<file path="config.mk">
export PLATFORM = sky130hd
export DESIGN_NAME = rca_accumulator
export DESIGN_NICKNAME = d
export VERILOG_FILES = /design/src/rtl/rca_pkg.sv /design/src/rtl/rca20.sv /design/src/rtl/rca_accumulator.sv
export SDC_FILE = /design/constraint.sdc
export NUM_CORES = 1
export LEC_CHECK = 0
export CAP_MARGIN = 15
export CORE_MARGIN = 2
export CORE_UTILIZATION = 46
export DETAILED_ROUTE_END_ITERATION = 8
export PLACE_DENSITY = 0.88
export SLEW_MARGIN = 5
export SYNTH_ARGS = -nofsm -noshare
export SYNTH_HDL_FRONTEND = slang
export SYNTH_HIERARCHICAL = 1
export SYNTH_SLANG_ARGS = --single-unit
export TNS_END_PERCENT = 20
</file>
<file path="constraint.sdc">
create_clock -name clk -period 11.7 [get_ports clk]
set_clock_uncertainty 0.1 [all_clocks]
set_input_delay 1.17 -clock clk [delete_from_list [all_inputs] [get_ports clk]]
set_output_delay 1.17 -clock clk [all_outputs]
set_load 0.05 [all_outputs]
</file>
<file path="src/rtl/rca_pkg.sv">
// Shared definitions for the RCA20 adder and the accumulator built around it.
package rca_pkg;

  localparam int RCA_WIDTH = 20;

  typedef enum logic [1:0] {
    IDLE  = 2'd0,
    ACCUM = 2'd1,
    DONE  = 2'd2
  } state_t;

endpackage

</file>
<file path="src/rtl/rca20.sv">
// RCA20: 20-bit ripple-carry adder, purely combinational, with signed-overflow flag.
module rca20
  import rca_pkg::*;
(
  input  logic [RCA_WIDTH-1:0] a,
  input  logic [RCA_WIDTH-1:0] b,
  input  logic                 cin,
  output logic [RCA_WIDTH-1:0] sum,
  output logic                 ovf
);

  logic [RCA_WIDTH:0] carry;

  assign carry[0] = cin;

  // Full-adder chain, carry rippling from bit 0 upward.
  for (genvar i = 0; i < RCA_WIDTH; i++) begin : g_fa
    assign sum[i]     = a[i] ^ b[i] ^ carry[i];
    assign carry[i+1] = (a[i] & b[i]) | (carry[i] & (a[i] ^ b[i]));
  end

  // Signed overflow: operands share a sign that the result does not.
  assign ovf = (a[RCA_WIDTH-1] == b[RCA_WIDTH-1]) && (sum[RCA_WIDTH-1] != a[RCA_WIDTH-1]);

endmodule

</file>
<file path="src/rtl/rca_accumulator.sv">
// Accumulates a programmed number of signed samples through RCA20, with a sticky
// signed-overflow flag and a one-cycle done pulse when the run completes.
module rca_accumulator
  import rca_pkg::*;
#(
  parameter int WIDTH = RCA_WIDTH,
  parameter int CNT_W = 8
) (
  input  logic                    clk,
  input  logic                    rst,
  input  logic                    start,
  input  logic [CNT_W-1:0]        len,
  input  logic                    in_valid,
  input  logic signed [WIDTH-1:0] in_data,
  output logic                    in_ready,
  output logic signed [WIDTH-1:0] acc,
  output logic                    ovf,
  output logic                    busy,
  output logic                    done
);

  state_t                  state, state_n;
  logic [CNT_W-1:0]        cnt;
  logic signed [WIDTH-1:0] sum_p0;
  logic                    add_ovf_p0;
  logic                    accept;

  assign accept = in_valid && in_ready;

  // Stage p0: combinational add of the current total and the offered sample.
  rca20 u_rca20 (
    .a   (acc),
    .b   (in_data),
    .cin (1'b0),
    .sum (sum_p0),
    .ovf (add_ovf_p0)
  );

  // State register.
  always_ff @(posedge clk) begin
    if (rst) state <= IDLE;
    else     state <= state_n;
  end

  // Next-state logic and state-decoded outputs.
  always_comb begin
    state_n  = state;
    in_ready = 1'b0;
    busy     = 1'b0;
    done     = 1'b0;
    unique case (state)
      IDLE: begin
        if (start) state_n = (len != '0) ? ACCUM : DONE;
      end
      ACCUM: begin
        in_ready = 1'b1;
        busy     = 1'b1;
        if (in_valid && cnt == CNT_W'(1)) state_n = DONE;
      end
      DONE: begin
        done    = 1'b1;
        state_n = IDLE;
      end
      default: state_n = IDLE;
    endcase
  end

  // Total, sticky overflow and remaining-sample counter; cleared on each new run.
  always_ff @(posedge clk) begin
    if (rst) begin
      acc <= '0;
      ovf <= 1'b0;
      cnt <= '0;
    end else if (state == IDLE && start) begin
      acc <= '0;
      ovf <= 1'b0;
      cnt <= len;
    end else if (accept) begin
      acc <= sum_p0;
      ovf <= ovf | add_ovf_p0;
      cnt <= cnt - CNT_W'(1);
    end
  end

endmodule

</file>
==> results.yml, run 1 <==
pwr:
  power.density_nw_per_um2: 115
  p_sw_w: 0.0000837
  vdd_drop_max_mv: 0.0512
  switching_share_pct: 30.0
  power_frac_clock_pct: 32.6
  seq_power_share_pct: 42.3
  p_comb_share_pct: 25.1
  intPower_w: 0.000196
  leakage_nw: 0.891
route:
  postRouteAntennaNets: 0
  wirelength_um: 4000
  wl_per_cell_um: 13.5
  firstDrtPassIters: 4
  drc: 0
  num_vias: 1569
  viasPerCell: 5.28
  drt_iter0_drc: 101
critical_path:
  worstPathArrival_ns: 9.65
  critPathCaptureType: "flop"
  reg2reg_from: "acc[0]"
  critPathLaunchType: "input port"
  crit_type: "input port to flop"
  cp_max_fo: 3
  crit_start: "in_data[0]"
  required_ns: 11.81
  rr_worst_depth: 25
layout:
  nets: 301
  area_delta_synth_final_pct: 38.3
  fin_util_pct: 66.3
  antenna_cells: 0
  drive_gt1_share_pct: 5.22
  final_area_um2: 2430
run:
  maxCapViolCount: 0
placed_design:
  dpl_cell_area_um2: 2330
  routabilityCongestion: 0.773
  port_buffers: 55
  hpwl_um: 2970
timing:
  period_needed_ns: 9.54
  hold_ws_ns: 0.380
  slew_viol_final: 0
  clock.fmax_mhz: 105
  finalCritPeriodShare_pct: 81.5
  hold_viol: 0
  rsz0062_at_grt: "no"
  slew_headroom_pct: 23.9
  setup-tns-final_ns: 0
  setup_viol: 0
  worstMarginPinSlew_ns: 1.14
synth:
  synth_area_um2: 1760
  synth_warnings: 6
  synth_fa_ha_area_share_pct: 23.1
  synth_top_family_by_area: "adder cells"
  postSynthAreaPerCell_um2: 8.96
  synth-seq-cells: 31
  synth_xor_area_share_pct: 0.998
  synthCells: 196
  synth_mux_area_share_pct: 0
  postSynthNetCount: 249
  yosys.area_share.simple_pct: 20.5
  seq_area_frac_synth_pct: 35.4
  synthDistinctLibCells: 34
  synth_compound_area_share_pct: 15.8
global_routing:
  grt_pass1_vias: 1528
  track_usage_pct: 20.8
  antenna_found_initial: 0
  gr-total-overflow: 0
  grt_max_degree: 31
  grt_pass1_wl_um: 6780
hold_path:
  hold_depth: 2
  hp-class: "flop to flop"
  min_from: "ovf"
cts:
  post_cts_resized: 0
  cts_setup_buffers: 0
  clockBufferDepth: 2
  cts_buffers: 5
  clkTransAtPathRegs_ns: 0.06
  root_buffer: "clkbuf_8"
  cts_hold_buf: 0
  clock_latency_ns: 0.28
  h-tree-depth: 2
  cts.sinks: 31
  cts_tree: "built"
floorplanning:
  fp.coreArea_um2: 3660
  fp.dieH_um: 65.8
  dieArea_um2: 4330
  io_pins: 56
  rows: 22
  die_w_um: 65.8
  initial_utilization_pct: 47.9
outcome:
  status: "completed"
## layout by cell type (no fill, tap or decap)
cell type / netlist / final
nor3b_1: 1 / 1
clkbuf_1: 7 / 1
o21ai_2: 1 / 1
inv_1: 7 / 7
o21a_1: 1 / 1
nand2_1: 47 / 47
o41ai_4: 1 / 1
dfxtp_1: 31 / 31
or3_1: 2 / 2
nor3_1: 3 / 3
nand3b_1: 1 / 1
or4_4: 1 / 1
o311ai_0: 2 / 2
nor2b_1: 3 / 3
or2_2: 1 / 1
nor3_2: 1 / 1
ha_1: 2 / 2
buf_4: 1 / 1
nor4_1: 4 / 4
a21oi_1: 28 / 28
and3_1: 1 / 1
conb_1: 1 / 1
a31oi_1: 2 / 2
a221oi_1: 3 / 3
o22ai_1: 1 / 1
and3b_1: 1 / 1
fa_1: 19 / 19
nand2b_1: 2 / 2
xnor2_1: 2 / 2
clkdlybuf4s50_1: 0 / 55
clkbuf_8: 0 / 7
a22oi_1: 2 / 2
nor2_1: 11 / 11
o21ai_0: 3 / 3
## sequential cells by signal (all words and copies together), names as in the netlist
name   flops
ovf        1
acc       20
state      2
cnt        8
## Yosys cell counts, drive strengths merged
cell,n,area share [%]
a31oi,2,0.71
conb,1,0.21
nor2,11,2.4
a22oi,2,0.86
nand2b,2,0.71
a221oi,3,1.5
ha,2,1.4
dfxtp,31,35
o21ai,4,1.4
o311ai,2,1.0
nor3b,1,0.43
or4,1,0.64
buf,4,1.1
nand2,47,10
nor3,4,1.4
and3b,1,0.50
clkbuf,7,1.5
o41ai,1,1.6
or2,1,0.36
nand3b,1,0.43
or3,2,0.71
inv,7,1.5
xnor2,2,1.0
nor2b,3,1.1
nor4,4,1.4
and3,1,0.36
fa,19,22
o22ai,1,0.36
a21oi,28,8.0
o21a,1,0.43
## kinds of logic (layout without fill, tap and decap cells)
| group | count (synthesis) | after routing |
|---|---|---|
| AND/OR/NAND/NOR | 79 | 79 |
| AO/OA/AOI/OAI | 44 | 44 |
| flip-flops | 31 | 31 |
| adder cells (fa/ha/maj) | 21 | 21 |
| buffers and inverters | 18 | 71 |
| XOR/XNOR | 2 | 2 |
| other | 1 | 1 |
## per-layer routing
layer	vias up	part of all wire, %	GRT usage, %
met5	-	0	0
met4	0	1.5	8.59
met3	7	5.7	4.77
met2	47	50	35.1
met1	753	43	25.7
li1	762	-	-
## power groups by stage
stage          Combinational, W  Sequential, W   Clock, W
3_5_place_dp          0.0000703       0.000120          0
4_1_cts               0.0000705       0.000118  0.0000929
5_1_grt               0.0000775       0.000119  0.0000983
6_report              0.0000703       0.000118  0.0000910
2_1_floorplan         0.0000372       0.000127          0
3_3_place_gp          0.0000684       0.000120          0
## per-stage QoR
step | std cells | setup WS (ns) | power (W)
after floorplan | 196 | 2.79 | 0.000164
after global placement | 289 | 2.16 | 0.000189
after detailed placement | 289 | 1.89 | 0.000191
after CTS | 297 | 2.19 | 0.000282
after global routing | 297 | 1.92 | 0.000295
final | 297 | 2.16 | 0.000279
## worst max-delay path, cell delays in order
cell and delay, ns:
clkdlybuf4s50_1 0.43, fa_1 0.42, fa_1 0.39, fa_1 0.40, fa_1 0.40, fa_1 0.39, fa_1 0.40, fa_1 0.40
fa_1 0.40, fa_1 0.39, fa_1 0.39, fa_1 0.40, fa_1 0.41, fa_1 0.39, fa_1 0.40, fa_1 0.39
fa_1 0.37, inv_1 0.07, fa_1 0.19, inv_1 0.06, fa_1 0.39, fa_1 0.44, xnor2_1 0.22, xnor2_1 0.14
nand2_1 0.06, a21oi_1 0.14
## area by class of cell
type	count	area [µm²]
fill	296	1230
multi-input combinational	147	1060
sequential	31	621
timing repair buffer	56	558
clock buffer	8	100
tap	48	60.1
inverter	7	26.3
## path summary, 6_finish.rpt
check / endpoint / slack [ns]
setup / recovery: acc[19] / 2.16
hold / removal: ovf / 0.38
setup reg to reg: acc[19] / 3.12
hold reg to reg: ovf / 0.38
No activity file was read; power rests on OpenSTA's default activity.
==> run 2: changes to the inputs <==
--- a/config.mk
+++ b/config.mk
@@ -7,9 +7,9 @@
 export LEC_CHECK = 0
 export CAP_MARGIN = 15
 export CORE_MARGIN = 2
-export CORE_UTILIZATION = 46
+export CORE_UTILIZATION = 42
 export DETAILED_ROUTE_END_ITERATION = 8
-export PLACE_DENSITY = 0.88
+export PLACE_DENSITY = 0.85
 export SLEW_MARGIN = 5
 export SYNTH_ARGS = -nofsm -noshare
 export SYNTH_HDL_FRONTEND = slang
==> constraint.sdc (replaced) <==
create_clock -name clk -period 8.55 [get_ports clk]
set_clock_uncertainty 0.1 [all_clocks]
set_input_delay 0.855 -clock clk [delete_from_list [all_inputs] [get_ports clk]]
set_output_delay 0.855 -clock clk [all_outputs]
set_load 0.05 [all_outputs]
==> results.yml, run 2 (synthesis results as in run 1) <==
timing:
  fin_ws_ns: 0.240
  setup_viol: 0
  slew_viol_final: 0
  clock.fmax_mhz: 120
  finalCritPeriodShare_pct: 97.2
  hold_viol: 0
  worstMarginPinSlew_ns: 0.944
  period_needed_ns: 8.31
  slew_headroom_pct: 37.0
floorplanning:
  fp.dieH_um: 68.7
  dieArea_um2: 4710
  io_pins: 56
  initial_utilization_pct: 43.9
  die_w_um: 68.7
  rows: 23
  fp.coreArea_um2: 4000
placed_design:
  dpl_cell_area_um2: 2330
  hpwl_um: 2970
  pre_cts_ws_ns: -0.796
  routabilityCongestion: 0.812
  port_buffers: 55
pwr:
  leakage_nw: 0.878
  power.density_nw_per_um2: 154
  total_power_w: 0.000387
  vdd_drop_max_mv: 0.102
critical_path:
  crit_start: "in_data[0]"
  rr_worst_depth: 25
  critPathCaptureType: "flop"
  crit_type: "input port to flop"
  cp_max_fo: 3
  required_ns: 8.65
  worstPathArrival_ns: 8.41
  reg2reg_from: "acc[0]"
  critPathLaunchType: "input port"
  reg2reg_slack_ns: 0.86
route:
  num_vias: 1548
  postRouteAntennaNets: 0
  wl_per_cell_um: 13.6
  drt_iter0_drc: 94
  wirelength_um: 4070
  drc: 0
  viasPerCell: 5.16
  firstDrtPassIters: 4
cts:
  cts.sinks: 31
  cts_buffers: 5
  root_buffer: "clkbuf_8"
  cts_setup_buffers: 0
  h-tree-depth: 2
  cts_tree: "built"
  clock_latency_ns: 0.27
  clockBufferDepth: 2
  clkTransAtPathRegs_ns: 0.06
layout:
  antenna_cells: 0
  mostFrequentLayoutCells: "clkdlybuf4s50_1, nand2_1, dfxtp_1, a21oi_1, fa_2"
  final_area_um2: 2510
  reg.largest.list: "acc: 20 flops, cnt: 8 flops, state: 2 flops"
  drive_gt1_share_pct: 13.6
  mostFrequentLayoutCell: "clkdlybuf4s50_1"
  nets: 302
  area_delta_synth_final_pct: 43.2
  largest_register_ff_count: 20
  fin_util_pct: 62.8
  top_register: "acc"
hold_path:
  hp-class: "flop to flop"
  min_from: "ovf"
  hold_depth: 2
global_routing:
  track_usage_pct: 18.5
  grt_max_degree: 31
  gr-total-overflow: 0
  grt_pass1_wl_um: 6460
  antenna_found_initial: 0
  grt_pass1_vias: 1450
run:
  maxCapViolCount: 0
outcome:
  status: "completed"
run 2: final cells by class:
class / instances / area, µm²
Clock buffer: 8 / 100
Fill cell: 336 / 1490
Inverter: 7 / 26.3
Multi-Input combinational cell: 147 / 1120
Sequential cell: 31 / 621
Tap cell: 50 / 62.6
Timing Repair Buffer: 57 / 586
run 2: path summary, 6_finish.rpt:
| path | end |
|---|---|
| hold reg to reg | ovf |
| setup reg to reg | acc[19] |
| hold / removal | ovf |
| setup / recovery | acc[19] |
run 2: worst max-delay path, cell delays in order:
cell and delay, ns:
clkdlybuf4s50_1 0.42, fa_2 0.35, fa_2 0.35, fa_2 0.34, fa_2 0.34, fa_2 0.34, fa_2 0.34, fa_2 0.34
fa_2 0.34, fa_2 0.34, fa_2 0.34, fa_2 0.34, fa_2 0.34, fa_2 0.35, fa_2 0.35, fa_1 0.39
fa_2 0.33, inv_1 0.08, fa_2 0.20, inv_1 0.06, fa_2 0.33, fa_2 0.38, xnor2_2 0.15, xnor2_1 0.15
nand2_1 0.09, a21oi_2 0.16
run 2: metrics by stage:
step / setup TNS, ns / hold WS [ns] / instances
2_1_floorplan: 0 / 0.377 / 196
3_3_place_gp: -1.65 / 0.351 / 291
3_5_place_dp: -2.15 / 0.357 / 291
4_1_cts: 0 / 0.371 / 299
5_1_grt: -0.00143 / 0.405 / 300
6_report: 0 / 0.375 / 300
run 2: per-layer routing:
layer	vias to the layer above	track usage (%)	wire (µm)
met5	-	0	0
met3	2	4.38	208
li1	761	-	-
met4	0	4.50	27
met1	732	23.5	1760
met2	53	31.6	2070
run 2: power breakdown:
group / switching, W / internal (W) / total [W]
Sequential: 0.00000975 / 0.000152 / 0.000162
Combinational: 0.0000558 / 0.0000450 / 0.000101
Clock: 0.0000504 / 0.0000734 / 0.000124
Total: 0.000116 / 0.000271 / 0.000387
run 2: repair_timing:
action,in CTS,in global routing
pin swaps,2,3
hold endpoints to repair,0,0
hold buffers,0,0
gates resized for setup,16,3
gates cloned,0,0
setup endpoints to repair,3,2
==> run 3: changes to the inputs <==
--- a/config.mk
+++ b/config.mk
@@ -8,11 +8,12 @@
 export CAP_MARGIN = 15
 export CORE_MARGIN = 2
 export CORE_UTILIZATION = 42
+export CTS_CLUSTER_SIZE = 20
 export DETAILED_ROUTE_END_ITERATION = 8
-export PLACE_DENSITY = 0.85
+export PLACE_DENSITY = 0.83
 export SLEW_MARGIN = 5
 export SYNTH_ARGS = -nofsm -noshare
 export SYNTH_HDL_FRONTEND = slang
 export SYNTH_HIERARCHICAL = 1
 export SYNTH_SLANG_ARGS = --single-unit
-export TNS_END_PERCENT = 20
+export TNS_END_PERCENT = 100
==> results.yml, run 3 (synthesis results as in run 1) <==
outcome:
  status: "completed"
global_routing:
  grt_max_degree: 31
  track_usage_pct: 20.1
  grt_pass1_wl_um: 6860
  gr-total-overflow: 0
  antenna_found_initial: 0
  grt_pass1_vias: 1554
placed_design:
  port_buffers: 55
  hpwl_um: 3080
  routabilityCongestion: 0.826
pwr:
  seq_power_share_pct: 39.4
  switching_share_pct: 29.3
  intPower_w: 0.000291
  p_comb_share_pct: 24.4
  p_sw_w: 0.000121
  power.density_nw_per_um2: 163
  power_frac_clock_pct: 36.2
  leakage_nw: 0.880
  vdd_drop_max_mv: 0.122
floorplanning:
  fp.coreArea_um2: 4000
  rows: 23
  fp.dieH_um: 68.7
  die_w_um: 68.7
  initial_utilization_pct: 43.9
  dieArea_um2: 4710
  io_pins: 56
cts:
  cts.sinks: 31
  cts_hold_buf: 0
  clock_latency_ns: 0.29
  clockBufferDepth: 2
  root_buffer: "clkbuf_8"
  cts_tree: "built"
  cts_buffers: 5
  h-tree-depth: 2
  cts_setup_buffers: 0
  clkTransAtPathRegs_ns: 0.07
route:
  num_vias: 1536
  drt_iter0_drc: 88
  viasPerCell: 5.12
  firstDrtPassIters: 4
  wirelength_um: 4270
  drc: 0
  postRouteAntennaNets: 0
  wl_per_cell_um: 14.2
hold_path:
  hp-class: "flop to flop"
timing:
  hold_ws_ns: 0.398
  slew_headroom_pct: 35.3
  period_needed_ns: 8.30
  clock.fmax_mhz: 120
  rsz0062_at_grt: "yes"
  setup-tns-final_ns: 0
  slew_viol_final: 0
  worstMarginPinSlew_ns: 0.970
  finalCritPeriodShare_pct: 97.1
  setup_viol: 0
  hold_viol: 0
critical_path:
  crit_type: "input port to flop"
  critPathLaunchType: "input port"
  required_ns: 8.67
  critPathCaptureType: "flop"
  cp_max_fo: 3
  worstPathArrival_ns: 8.42
layout:
  antenna_cells: 0
  top_register: "acc"
  drive_gt1_share_pct: 14.0
  mostFrequentLayoutCell: "clkdlybuf4s50_1"
  area_delta_synth_final_pct: 43.5
  nets: 302
  largest_register_ff_count: 20
  reg.largest.list: "acc: 20 flops, cnt: 8 flops, state: 2 flops"
  mostFrequentLayoutCells: "clkdlybuf4s50_1, nand2_1, dfxtp_1, a21oi_1, fa_2"
run:
  maxCapViolCount: 0
-- run 3: cell count changes in the layout (fill, tap and decap cells not counted) --
cell / before / now
buf_16: 1 / 0
buf_8: 0 / 1
bufinv_16: 0 / 1
clkbuf_1: 1 / 0
clkbuf_8: 7 / 6
clkinv_2: 0 / 1
-- run 3: critical path: stages --
cell	delay, ns
clkdlybuf4s50_1	0.42
fa_2	0.35
fa_2	0.35
fa_2	0.35
fa_2	0.34
fa_2	0.35
fa_2	0.35
fa_2	0.35
fa_2	0.35
fa_2	0.35
fa_2	0.35
fa_2	0.35
fa_2	0.35
fa_2	0.35
fa_2	0.35
fa_2	0.35
fa_2	0.33
inv_1	0.07
fa_1	0.17
inv_1	0.07
fa_2	0.34
fa_2	0.39
xnor2_2	0.15
xnor2_1	0.16
nand2_1	0.08
a21oi_2	0.16
-- run 3: routing by layer --
metal / vias up / global-route usage [%] / part of all wire (%)
met5: - / 0 / 0
met4: 0 / 8.25 / 1.5
met3: 5 / 5.68 / 4.5
met2: 38 / 32.5 / 51
met1: 736 / 25.3 / 43
li1: 757 / - / -
-- run 3: final cells by class --
| cell class | count | area [µm²] |
|---|---|---|
| Clock buffer | 6 | 82.6 |
| Clock inverter | 2 | 35.0 |
| Fill cell | 331 | 1480 |
| Inverter | 7 | 26.3 |
| Multi-Input combinational cell | 147 | 1120 |
| Sequential cell | 31 | 621 |
| Tap cell | 50 | 62.6 |
| Timing Repair Buffer | 57 | 573 |
-- run 3: power by group through the flow --
stage               logic (W)  clock network (W)  registers, W
floorplan           0.0000510                  0      0.000174
global placement    0.0000940                  0      0.000165
detailed placement  0.0000963                  0      0.000165
CTS                 0.0000982           0.000151      0.000162
global route         0.000109           0.000158      0.000164
finish               0.000100           0.000149      0.000162
-- run 3: timing repair --
item,4_1_cts,5_1_grt
gates resized for setup,14,5
setup endpoints to repair,3,3
pin swaps,3,6
-- run 3: metrics by stage --
step                      instances  area [µm²]  setup WS [ns]  total power [W]  util, %
final                           300        2520          0.247         0.000411     63.0
after global routing            300        2520       -0.00825         0.000431     63.0
after detailed placement        291        2330         -0.845         0.000261     58.3
after CTS                       299        2490        0.00929         0.000412     62.2
after global placement          291        2330         -0.629         0.000259     58.3
after floorplan                 196        1760         0.0147         0.000225        -
-- run 3: final timing paths --
path,start,endpoint,slack (ns),cells past startpoint
max reg2reg,acc[0],acc[19],0.85,25
max,in_data[0],acc[19],0.25,26
min,acc[16],acc[16],0.40,2
min reg2reg,acc[16],acc[16],0.40,2
